`config.mk`:
```
export PLATFORM = sky130hd
export DESIGN_NAME = bcd_serial_adder
export DESIGN_NICKNAME = d
export VERILOG_FILES = /design/src/rtl/bcd_serial_adder.sv
export SDC_FILE = /design/constraint.sdc
export NUM_CORES = 1
export LEC_CHECK = 0
export BUFFER_PORTS_ARGS = -buffer_cell sky130_fd_sc_hd__buf_4
export CORE_MARGIN = 2
export CORE_UTILIZATION = 33
export DETAILED_ROUTE_END_ITERATION = 16
export PLACE_DENSITY = 0.58
export SLEW_MARGIN = 10
export SYNTH_ARGS = -nofsm -noshare
export SYNTH_HDL_FRONTEND = slang
export SYNTH_SLANG_ARGS = --single-unit
```
`constraint.sdc`:
```
create_clock -name CLK -period 4 [get_ports CLK]
set_input_delay 0.6 -clock CLK [delete_from_list [all_inputs] [get_ports CLK]]
set_output_delay 0.6 -clock CLK [all_outputs]
set_load 0.005 [all_outputs]
```
`src/rtl/bcd_serial_adder.sv`:
```
// bcd_serial_adder: digit-serial 8-digit packed-BCD adder computing A + B + Cin,
// least-significant digit first, one digit per clock, with START/BUSY/DONE handshake.
// Optional invalid-digit checking is built when BCD_SERIAL_ADDER_CHECK_EN is defined;
// otherwise ERR is tied low.
module bcd_serial_adder (
   input  logic        CLK,
   input  logic        RST,
   input  logic        START,
   input  logic [31:0] A,
   input  logic [31:0] B,
   input  logic        Cin,
   output logic        BUSY,
   output logic        DONE,
   output logic [31:0] S,
   output logic        Cout,
   output logic        ERR
);

   typedef enum logic [0:0] {
      ST_IDLE = 1'b0,
      ST_ADD  = 1'b1
   } state_t;

   state_t      state_r;
   state_t      state_nxt_s;
   logic [2:0]  cnt_r;
   logic [31:0] a_sh_r;
   logic [31:0] b_sh_r;
   logic        carry_r;
   logic [31:0] res_r;
   logic [4:0]  add_s;
   logic        start_s;
   logic        last_s;
   logic        busy_nxt_s;
   logic        done_nxt_s;

   // Single decimal-adjust cell: returns {carry_out, digit}
   function automatic logic [4:0] digit_adjust(input logic [3:0] da,
                                                input logic [3:0] db,
                                                input logic       dc);
      logic [4:0] t;
      logic [4:0] adj;
      t   = {1'b0, da} + {1'b0, db} + {4'b0000, dc};
      adj = t + 5'd6;
      if (t > 5'd9) begin
         digit_adjust = {1'b1, adj[3:0]};
      end else begin
         digit_adjust = {1'b0, t[3:0]};
      end
   endfunction

   assign add_s   = digit_adjust(a_sh_r[3:0], b_sh_r[3:0], carry_r);
   assign start_s = (state_r == ST_IDLE) && START;
   assign last_s  = (state_r == ST_ADD) && (cnt_r == 3'd7);

   // State register
   always_ff @(posedge CLK or posedge RST) begin
      if (RST) begin
         state_r <= ST_IDLE;
      end else begin
         state_r <= state_nxt_s;
      end
   end

   // Next-state decode: accept START only in IDLE, leave ADD after digit 7
   always_comb begin
      state_nxt_s = state_r;
      case (state_r)
         ST_IDLE: begin
            if (START) begin
               state_nxt_s = ST_ADD;
            end else begin
               state_nxt_s = ST_IDLE;
            end
         end
         ST_ADD: begin
            if (cnt_r == 3'd7) begin
               state_nxt_s = ST_IDLE;
            end else begin
               state_nxt_s = ST_ADD;
            end
         end
         default: state_nxt_s = ST_IDLE;
      endcase
   end

   // Output decode: next values for the registered handshake outputs
   always_comb begin
      busy_nxt_s = 1'b0;
      done_nxt_s = 1'b0;
      case (state_nxt_s)
         ST_ADD:  busy_nxt_s = 1'b1;
         ST_IDLE: busy_nxt_s = 1'b0;
         default: busy_nxt_s = 1'b0;
      endcase
      if (last_s) begin
         done_nxt_s = 1'b1;
      end else begin
         done_nxt_s = 1'b0;
      end
   end

   // Handshake output registers
   always_ff @(posedge CLK or posedge RST) begin
      if (RST) begin
         BUSY <= 1'b0;
         DONE <= 1'b0;
      end else begin
         BUSY <= busy_nxt_s;
         DONE <= done_nxt_s;
      end
   end

   // Operand capture, digit shifting and digit counter
   always_ff @(posedge CLK or posedge RST) begin
      if (RST) begin
         a_sh_r  <= 32'h0000_0000;
         b_sh_r  <= 32'h0000_0000;
         carry_r <= 1'b0;
         res_r   <= 32'h0000_0000;
         cnt_r   <= 3'd0;
      end else if (start_s) begin
         a_sh_r  <= A;
         b_sh_r  <= B;
         carry_r <= Cin;
         res_r   <= 32'h0000_0000;
         cnt_r   <= 3'd0;
      end else if (state_r == ST_ADD) begin
         a_sh_r  <= {4'h0, a_sh_r[31:4]};
         b_sh_r  <= {4'h0, b_sh_r[31:4]};
         carry_r <= add_s[4];
         res_r   <= {add_s[3:0], res_r[31:4]};
         cnt_r   <= cnt_r + 3'd1;
      end
   end

   // Result registers: updated only on the completion edge
   always_ff @(posedge CLK or posedge RST) begin
      if (RST) begin
         S    <= 32'h0000_0000;
         Cout <= 1'b0;
      end else if (last_s) begin
         S    <= {add_s[3:0], res_r[31:4]};
         Cout <= add_s[4];
      end
   end

`ifdef BCD_SERIAL_ADDER_CHECK_EN
   logic err_flag_r;
   logic digit_bad_s;

   // True when a packed digit lies outside 0..9
   function automatic logic digit_invalid(input logic [3:0] d);
      digit_invalid = (d > 4'd9);
   endfunction

   assign digit_bad_s = digit_invalid(a_sh_r[3:0]) | digit_invalid(b_sh_r[3:0]);

   // Sticky per-operation invalid-digit flag, published with the result
   always_ff @(posedge CLK or posedge RST) begin
      if (RST) begin
         err_flag_r <= 1'b0;
         ERR        <= 1'b0;
      end else if (start_s) begin
         err_flag_r <= 1'b0;
      end else if (state_r == ST_ADD) begin
         err_flag_r <= err_flag_r | digit_bad_s;
         if (last_s) begin
            ERR <= err_flag_r | digit_bad_s;
         end
      end
   end
`else
   assign ERR = 1'b0;
`endif

endmodule

```
==> impl_metrics.toml, run 1 <==
[cts]
clk_latency_ps = 410
post_cts_buffers = 0
clock-sinks = 131
cts_tree = "yes"
path_clk_slew_ps = 60
numCtsBuffers = 17
cts-htree-levels = 4
ctsLongestPathBuffers = 2
ctsHoldBuffers = 0
post_cts_resized = 0
clockRootBuffer = "clkbuf_16"

[worst_setup_path]
path_cells = "fa_1 > fa_1 > xnor2_1 > ha_1 > o41a_1 > o21ai_2 > mux2_2"
timing.rr.start = "a_sh_r[0]"
worst_setup_path_end_kind = "register"
timing.rr.end = "S[30]"
cp-startpoint = "a_sh_r[0]"
slowest_delay_ps = 520
crit_fanout = 7
critPathRequiredTime_ps = 4340
crit_type = "reg2reg"
reg2reg_depth = 7
start_kind = "register"
crit_top_cell = "fa_1"
worstPathArrival_ps = 3110
endpoint = "S[30]"
reg2reg_setup_slack_ps = 1230
slowest_stage = "o41a_1"

[timing]
fin_crit_ps = 2770
rsz0062_at_grt = "false"
fin_worst_skew_ps = 6.96
drv_slew = 0
hold_viol = 0
setup_viol_count_final = 0
max_slew.worst_pin.slew_ps = 930
max_freq_ghz = 0.362
slew_headroom_pct = 38.0
period_share_pct = 69.1
whs_ps = 306
fin_tns_setup_ps = 0

[power_and_ir_drop]
p_per_area_nw_per_um2 = 757
power_leakage_uw = 0.00356
peakVddDrop_v = 0.000321
finalPower_uw = 5470

[yosys]
synth_area_per_cell_um2 = 11.0
syn_nets = 591
yosys-top-cells-area = "dfrtp_1, mux2i_1, o21ai_0"
synthFlopType = "dfrtp_1"
netlist_area_um2 = 5680
yosysWarnings = 0
synth.yosys.seq_area_share_pct = 57.7
yosys.area.top_type_share_pct = 57.7
ys_types = 32
async_flop_share_pct = 100
synth.most_common_cell = "dfrtp_1"
synth_common_cells = "dfrtp_1, nand2_1, o21ai_0"
synthCells = 515
synth_enable_flop_cells = 0
synth_area_leader_cell = "dfrtp_1"
ys_ff_latch = 131

[route]
firstDrtPassIters = 4
drc = 0
vias = 4034
wl_per_cell_um = 14.5
drt-total-wl_um = 12200
detail_route.iter0.violations = 212
vias_per_cell = 4.80
ant_nets = 0

[floorplanning]
die-area_um2 = 18300
die_h_um = 135
io_pins = 104
initial_core_util_pct = 34.0
row_count = 47
die_w_um = 135
core_area_um2 = 16700

[finish]
fin_nets = 684
area_growth_pct = 27.4
layout-drive-gt1-share_pct = 28.5
final_core_util_pct = 43.3
diodes = 0

[place]
gp_congestion = 0.731
io_buffers = 102
hpwlAfterDp_um = 8310

[global_route]
grt_pass1_wl_um = 20800
antenna_found_initial = 0
grt_pass1_vias = 4181
gr-total-overflow = 0
grt_max_degree = 104
grt_usage_pct = 14.4

[outcome]
status = "complete, no violations"

[hold_path]
hold_class = "in2async"

[flow_run]
drv_cap = 0
cell usage in the layout, fill, tap and decap left out, drive strengths merged:
cell | netlist | layout
nor2b | 2 | 2
nand2 | 112 | 112
o311ai | 1 | 1
nand4 | 1 | 1
o31ai | 1 | 1
conb | 1 | 1
a22o | 1 | 1
bufinv | 0 | 3
and3 | 2 | 2
clkinvlp | 0 | 5
nor3b | 3 | 3
clkbuf | 17 | 18
ha | 6 | 6
xnor2 | 1 | 1
dfrtp | 131 | 131
nand3 | 1 | 1
a21oi | 5 | 5
mux2i | 67 | 67
o41a | 1 | 1
clkinv | 0 | 6
fa | 2 | 2
mux2 | 32 | 32
o21ai | 88 | 88
a211oi | 1 | 1
inv | 6 | 6
a21o | 4 | 4
o22ai | 1 | 1
buf | 17 | 108
nor2 | 11 | 11
power breakdown:
group / internal, µW / leakage (µW) / switching (µW)
registers: 1860 / 0.00172 / 433
clock network: 976 / 0.000282 / 576
logic: 825 / 0.00156 / 804
total: 3660 / 0.00356 / 1810
cells by family (layout without fill, tap and decap cells):
group,after synthesis,count (layout),synth area share [%]
AND/OR/NAND/NOR,132,132,9.26
AO/OA/AOI/OAI,103,103,9.74
flip-flops,131,131,57.7
buffers and inverters,40,146,2.86
multiplexers,99,99,18.2
other,1,1,0.0660
adder cells (fa/ha/maj),8,8,2.03
XOR/XNOR,1,1,0.154
layout make-up:
class                      count  area [µm²]
multi-input combinational    344        2240
clock inverter                14         163
clock buffer                  18         429
timing repair buffer         108         823
tap                          220         275
fill                        1643        9470
inverter                       6        26.3
sequential                   131        3280
state kept, by name, indices dropped and copies added, names as in the netlist:
| name | count |
|---|---|
| BUSY | 1 |
| Cout | 1 |
| DONE | 1 |
| S | 32 |
| a_sh_r | 32 |
| b_sh_r | 32 |
| carry_r | 1 |
| cnt_r | 3 |
| res_r | 28 |
per-layer routing:
layer	vias to the layer above	GRT usage (%)	routed length [µm]
li1	1949	-	-
met1	1982	18.9	5540
met2	91	22.6	5800
met3	12	4.53	732
met4	0	5.15	165
met5	-	0	0
through the flow:
stage          worst slack [ps]  instance area (µm²)  instances
2_1_floorplan              1470                 5680        515
3_3_place_gp               1370                 6640        809
3_5_place_dp               1240                 6640        809
4_1_cts                    1230                 7240        841
5_1_grt                    1130                 7240        841
6_report                   1230                 7240        841
critical path: cells and delay by family (launching register included):
family | cells | cell delay (ps)
AOI/OAI and AO/OA | 2 | 700
muxes | 1 | 170
xor gates and xnor gates | 1 | 180
adders and majority gates | 3 | 1250
DFF | 1 | 410
worst min-delay path by stage:
| stage | start | end | slack, ps | depth (start not counted) |
|---|---|---|---|---|
| 5_1_grt | RST | S[0] | 330 | 2 |
| 3_3_place_gp | b_sh_r[8] | b_sh_r[4] | 460 | 2 |
| 2_1_floorplan | a_sh_r[29] | a_sh_r[25] | 450 | 2 |
| 6_report | RST | a_sh_r[26] | 310 | 2 |
| 3_5_place_dp | b_sh_r[7] | b_sh_r[3] | 470 | 2 |
| 4_1_cts | RST | a_sh_r[26] | 310 | 2 |
Power figures use the tool's default switching activity.
==> run 2: changes to the inputs <==
==> constraint.sdc (replaced) <==
create_clock -name CLK -period 2.4 [get_ports CLK]
set_input_delay 0.36 -clock CLK [delete_from_list [all_inputs] [get_ports CLK]]
set_output_delay 0.36 -clock CLK [all_outputs]
set_load 0.005 [all_outputs]
==> run 2 against run 1 <==
Against the previous run: the run now ends with negative setup slack left; critical path depth did not move; largest power group unchanged; first-iteration DRC count decreased by 3.8%; flip-flop and latch count is the same; design area up 3.1%; via count increased by 2.1%; largest cell class unchanged; fmax rose by 12%; non-clock buffer count up 13; global-route usage is 0.092 points lower.
==> impl_metrics.toml, run 2 (synthesized netlist as in run 1, its figures left out) <==
[outcome]
status = "finished with violations"
violations = "negative setup slack"

[worst_setup_path]
crit_top_cell = "fa_2"
start_kind = "register"
worst_setup_path_end_kind = "register"
path_cells = "fa_2 > fa_2 > inv_2 > and3_4 > o41a_1 > o21ai_2 > mux2_4"
worstPathArrival_ps = 2830
critPathRequiredTime_ps = 2750
cp_num_cells = 7
reg2reg_depth = 7
timing.rr.start = "a_sh_r[0]"
path_buf_inv = 1
crit_family = "adder cells"
slowest_delay_ps = 560
reg2reg_setup_slack_ps = -80
crit_fanout = 4
crit_type = "reg2reg"
cp-startpoint = "a_sh_r[0]"
slowest_stage = "fa_2"
timing.rr.end = "S[29]"

[cts]
clk_latency_ps = 410
cts_tree = "yes"
clock-sinks = 131
numCtsBuffers = 17
clockRootBuffer = "clkbuf_16"
path_clk_slew_ps = 60
ctsLongestPathBuffers = 2
cts-htree-levels = 4

[power_and_ir_drop]
power_leakage_uw = 0.00366
swShare_pct = 32.9
internal_power_uw = 6470
p_switching_uw = 3170
p_per_area_nw_per_um2 = 1290
clockPowerShare_pct = 28.0
peakVddDrop_v = 0.000755
p_comb_share_pct = 34.2
finalPower_uw = 9640
seqPwrFrac_pct = 37.8

[global_route]
met3_usage_pct = 5.01
grt_pass1_wl_um = 20500
antenna_found_initial = 0
gr-total-overflow = 0
grt_use_met1_pct = 18.4
gr-usage-met2_pct = 22.3
grt_max_degree = 185
grt_busiest_layer = "met2"
grt_usage_pct = 14.3
grt_pass1_vias = 4116

[flow_run]
drv_cap = 0

[timing]
max_slew.worst_pin.slew_ps = 744
rsz0062_at_grt = "true"
fin_worst_skew_ps = 7.76
drv_slew = 0
fin_crit_ps = 2480
setup_viol_count_final = 6
hold_viol = 0
slew_headroom_pct = 50.4
period_share_pct = 103
fin_ws_ps = -79.1
max_freq_ghz = 0.403

[finish]
fillCellCount = 1621
diodes = 0
regArea_um2 = 3280
area_growth_pct = 31.4
top_regs = "S: 32 flops, a_sh_r: 32 flops, b_sh_r: 32 flops"
final_common_cell = "dfrtp_1"
layout-drive-gt1-share_pct = 31.7
layout_common_cells = "dfrtp_1, buf_4, nand2_1"
multi_input_area_um2 = 2300
fin_nets = 697

[hold_path]
min_from = "B[30]"
hold_class = "in2reg"
whs_endpoint = "b_sh_r[30]"
min_delay_path_depth = 3

[route]
drc = 0
vias = 4120
vias_per_cell = 4.82
firstDrtPassIters = 4
drt-total-wl_um = 12500
wl_per_cell_um = 14.6
detail_route.iter0.violations = 204
ant_nets = 0

[floorplanning]
die_h_um = 135
die-area_um2 = 18300
row_count = 47
die_w_um = 135
initial_core_util_pct = 34.0
core_area_um2 = 16700
io_pins = 104

[place]
dp_slack_ps = -93.0
io_buffers = 102
hpwlAfterDp_um = 8230
gp_congestion = 0.754
-- run 2: changes by cell type in the layout (fill, tap and decap cells not counted), sizes merged --
cell | before | now
dlygate4sd3 | 0 | 1
clkinv | 6 | 5
clkinvlp | 5 | 4
clkbuf | 18 | 20
buf | 108 | 120
-- run 2: stage by stage --
step | instances | utilization (%) | TNS [ps] | instance area (µm²) | hold WS, ps
global route | 854 | 44.7 | -773 | 7460 | 199
floorplan | 515 | - | 0 | 5700 | 449
detailed placement | 816 | 40.4 | -252 | 6750 | 449
global placement | 816 | 40.4 | -31.5 | 6750 | 456
CTS | 850 | 44.3 | -201 | 7410 | 166
finish | 854 | 44.7 | -321 | 7460 | 186
-- run 2: power by group through the flow --
stage	Clock, µW	Sequential [µW]	Combinational (µW)
6_report	2700	3640	3290
5_1_grt	2870	3750	3700
4_1_cts	2770	3660	3150
3_5_place_dp	0	3690	3070
3_3_place_gp	0	3660	2980
2_1_floorplan	0	3530	2080
-- run 2: metal layers --
metal | up-vias | part of all wire [%]
met3 | 17 | 6.4
met1 | 2026 | 46
li1 | 1975 | -
met2 | 102 | 46
met5 | - | 0
met4 | 0 | 1.6
-- run 2: layout make-up --
cell class / instances / share of cell area, %
multi-input combinational: 344 / 30.8
inverter: 6 / 0.352
clock inverter: 12 / 2.06
timing repair buffer: 121 / 12.9
sequential: 131 / 44.0
tap: 220 / 3.69
clock buffer: 20 / 6.25
-- run 2: how the worst max path moves through the flow --
stage,end,slack [ps]
global route,S[30],-160
finish,S[29],-80
global placement,S[30],-20
CTS,S[29],-70
floorplan,S[29],10
detailed placement,S[30],-90
-- run 2: worst register-to-register path: stages, from the launching register on --
cell and delay [ps]:
dfrtp_1 400, fa_2 410, fa_2 560, inv_2 60, and3_4 170, o41a_1 500, o21ai_2 170, mux2_4 160
-- run 2: what timing repair did --
item,4_1_cts,5_1_grt
resized for setup,5,5
endpoints found under the hold margin,2,0
setup buffers,1,4
pin swaps,1,2
hold buffers,1,0
endpoints found under the setup margin,5,8
==> run 3: changes to the inputs <==
--- a/config.mk
+++ b/config.mk
@@ -9,7 +9,7 @@
 export CORE_MARGIN = 2
 export CORE_UTILIZATION = 33
 export DETAILED_ROUTE_END_ITERATION = 16
-export PLACE_DENSITY = 0.58
+export PLACE_DENSITY = 0.6
 export SLEW_MARGIN = 10
 export SYNTH_ARGS = -nofsm -noshare
 export SYNTH_HDL_FRONTEND = slang
==> constraint.sdc (replaced) <==
create_clock -name CLK -period 2.4 [get_ports CLK]
set_input_delay 0.36 -clock CLK [delete_from_list [all_inputs] [get_ports CLK]]
set_output_delay 0.36 -clock CLK [all_outputs]
set_load 0.1 [all_outputs]
==> run 3 against run 2 <==
Against the previous run: the run still ends with negative setup slack left; critical path depth is the same; utilization decreased by 0.34 points; register-to-register slack lost 30 ps; clock skew grew 2.9 ps; count of clock-buffer cells in the layout increased by 3; global-route usage increased by 0.38 points; design area down 0.75%; combinational power up 55%; power up 17%; via count decreased by 1.2%; fmax decreased by 1.2%; critical path type unchanged.
==> impl_metrics.toml, run 3 (synthesized netlist as in run 1, its figures left out) <==
[outcome]
status = "finished with violations"
violations = "negative setup slack"

[place]
gp_congestion = 0.721
hpwlAfterDp_um = 8470
dp_slack_ps = -115
io_buffers = 102

[timing]
setup_viol_count_final = 6
fin_ws_ps = -110
whs_ps = 195
max_slew.worst_pin.slew_ps = 557
hold_viol = 0
max_freq_ghz = 0.398
fin_crit_ps = 2510
rsz0062_at_grt = "true"
slew_headroom_pct = 62.9
period_share_pct = 105
fin_worst_skew_ps = 10.7
drv_slew = 0

[flow_run]
drv_cap = 0

[floorplanning]
row_count = 47
core_area_um2 = 16700
die-area_um2 = 18300
io_pins = 104
die_h_um = 135
die_w_um = 135
initial_core_util_pct = 34.0

[cts]
clk_latency_ps = 410
clockRootBuffer = "clkbuf_16"
numCtsBuffers = 17
cts_tree = "yes"
clock-sinks = 131
ctsLongestPathBuffers = 2
cts-htree-levels = 4
path_clk_slew_ps = 60

[worst_setup_path]
slowest_stage = "fa_2"
crit_fanout = 4
worstPathArrival_ps = 2860
crit_top_cell = "fa_2"
reg2reg_setup_slack_ps = -110
slowest_delay_ps = 560
path_cells = "fa_2 > fa_2 > inv_2 > and3_4 > o41a_1 > o21ai_2 > mux2_4"
start_kind = "register"
worst_setup_path_end_kind = "register"
timing.rr.start = "a_sh_r[0]"
reg2reg_depth = 7
crit_type = "reg2reg"
timing.rr.end = "S[29]"
critPathRequiredTime_ps = 2750

[finish]
fin_nets = 696
diodes = 0
top_regs = "S: 32 flops, a_sh_r: 32 flops, b_sh_r: 32 flops"
final_common_cell = "dfrtp_1"
fillCellCount = 1616
layout-drive-gt1-share_pct = 30.6
area_growth_pct = 30.4
layout_common_cells = "dfrtp_1, buf_4, nand2_1"

[power_and_ir_drop]
clockPowerShare_pct = 22.0
internal_power_uw = 6340
peakVddDrop_v = 0.000876
p_switching_uw = 4900
finalPower_uw = 11200
p_comb_share_pct = 45.4
swShare_pct = 43.6
seqPwrFrac_pct = 32.6
p_per_area_nw_per_um2 = 1520
power_leakage_uw = 0.00363

[global_route]
grt_max_degree = 118
grt_pass1_vias = 4355
antenna_found_initial = 0
grt_pass1_wl_um = 21200
gr-total-overflow = 0
grt_usage_pct = 14.7

[hold_path]
min_delay_path_depth = 3
hold_class = "in2reg"
min_from = "B[31]"
whs_endpoint = "b_sh_r[31]"

[route]
vias_per_cell = 4.77
firstDrtPassIters = 4
wl_per_cell_um = 14.7
vias = 4071
detail_route.iter0.violations = 152
ant_nets = 0
drt-total-wl_um = 12600
drc = 0
run 3: cell types whose count changed in the layout (fill, tap and decap cells not counted), sizes merged:
cell	change
clkinv	-1
inv	-1
bufinv	-1
clkbuf	+3
buf	-1
run 3: worst max path at each step:
stage               slack [ps]  cells after the start     to  startpoint
floorplan                    7                      7  S[29]   a_sh_r[0]
global placement           -20                      7  S[30]   a_sh_r[0]
detailed placement        -120                      9  S[30]   a_sh_r[0]
CTS                       -110                      9  S[30]   a_sh_r[0]
global route              -190                      7  S[29]   a_sh_r[0]
finish                    -110                      7  S[29]   a_sh_r[0]
run 3: what timing repair did:
action,CTS,global route
setup endpoints to repair,5,8
hold endpoints to repair,14,0
hold buffers,1,0
resized for setup,5,5
pin swaps,4,1
setup buffers,1,3
run 3: area by class of cell:
cell class / count / area (µm²) / area share [%]
timing repair buffer: 120 / 953 / 12.9
tap: 220 / 275 / 3.72
clock buffer: 23 / 458 / 6.18
multi-input combinational: 344 / 2300 / 31.1
sequential: 131 / 3280 / 44.3
inverter: 6 / 26.3 / 0.355
clock inverter: 9 / 106 / 1.44
run 3: power groups by stage:
stage	Combinational, µW	Sequential (µW)	Clock, µW
finish	5100	3660	2470
global route	5520	3790	2650
CTS	4990	3680	2550
detailed placement	4910	3710	0
global placement	4780	3670	0
floorplan	2090	5270	0
run 3: per-layer routing:
metal / up-vias / routed length, µm / part of all wire (%) / track usage [%]
met5: - / 0 / 0 / 0
met4: 0 / 142 / 1.1 / 4.69
met3: 13 / 680 / 5.4 / 4.60
met2: 84 / 5980 / 48 / 23.9
met1: 2006 / 5760 / 46 / 18.8
li1: 1968 / - / - / -
run 3: through the flow:
stage / cell area, µm² / std cells / TNS [ps] / util [%]
2_1_floorplan: 5700 / 515 / 0 / -
3_3_place_gp: 6750 / 816 / -22.5 / 40.4
3_5_place_dp: 6750 / 816 / -341 / 40.4
4_1_cts: 7350 / 850 / -373 / 44.0
5_1_grt: 7410 / 853 / -950 / 44.3
6_report: 7410 / 853 / -460 / 44.3
run 3: worst max-delay path, delay by kind of cell, from the launching register on:
family / cells / cell delay, ps
simple gates: 1 / 180
mux: 1 / 160
buf+inv: 1 / 60
flops: 1 / 400
fa+ha+maj: 2 / 980
compound gates: 2 / 670
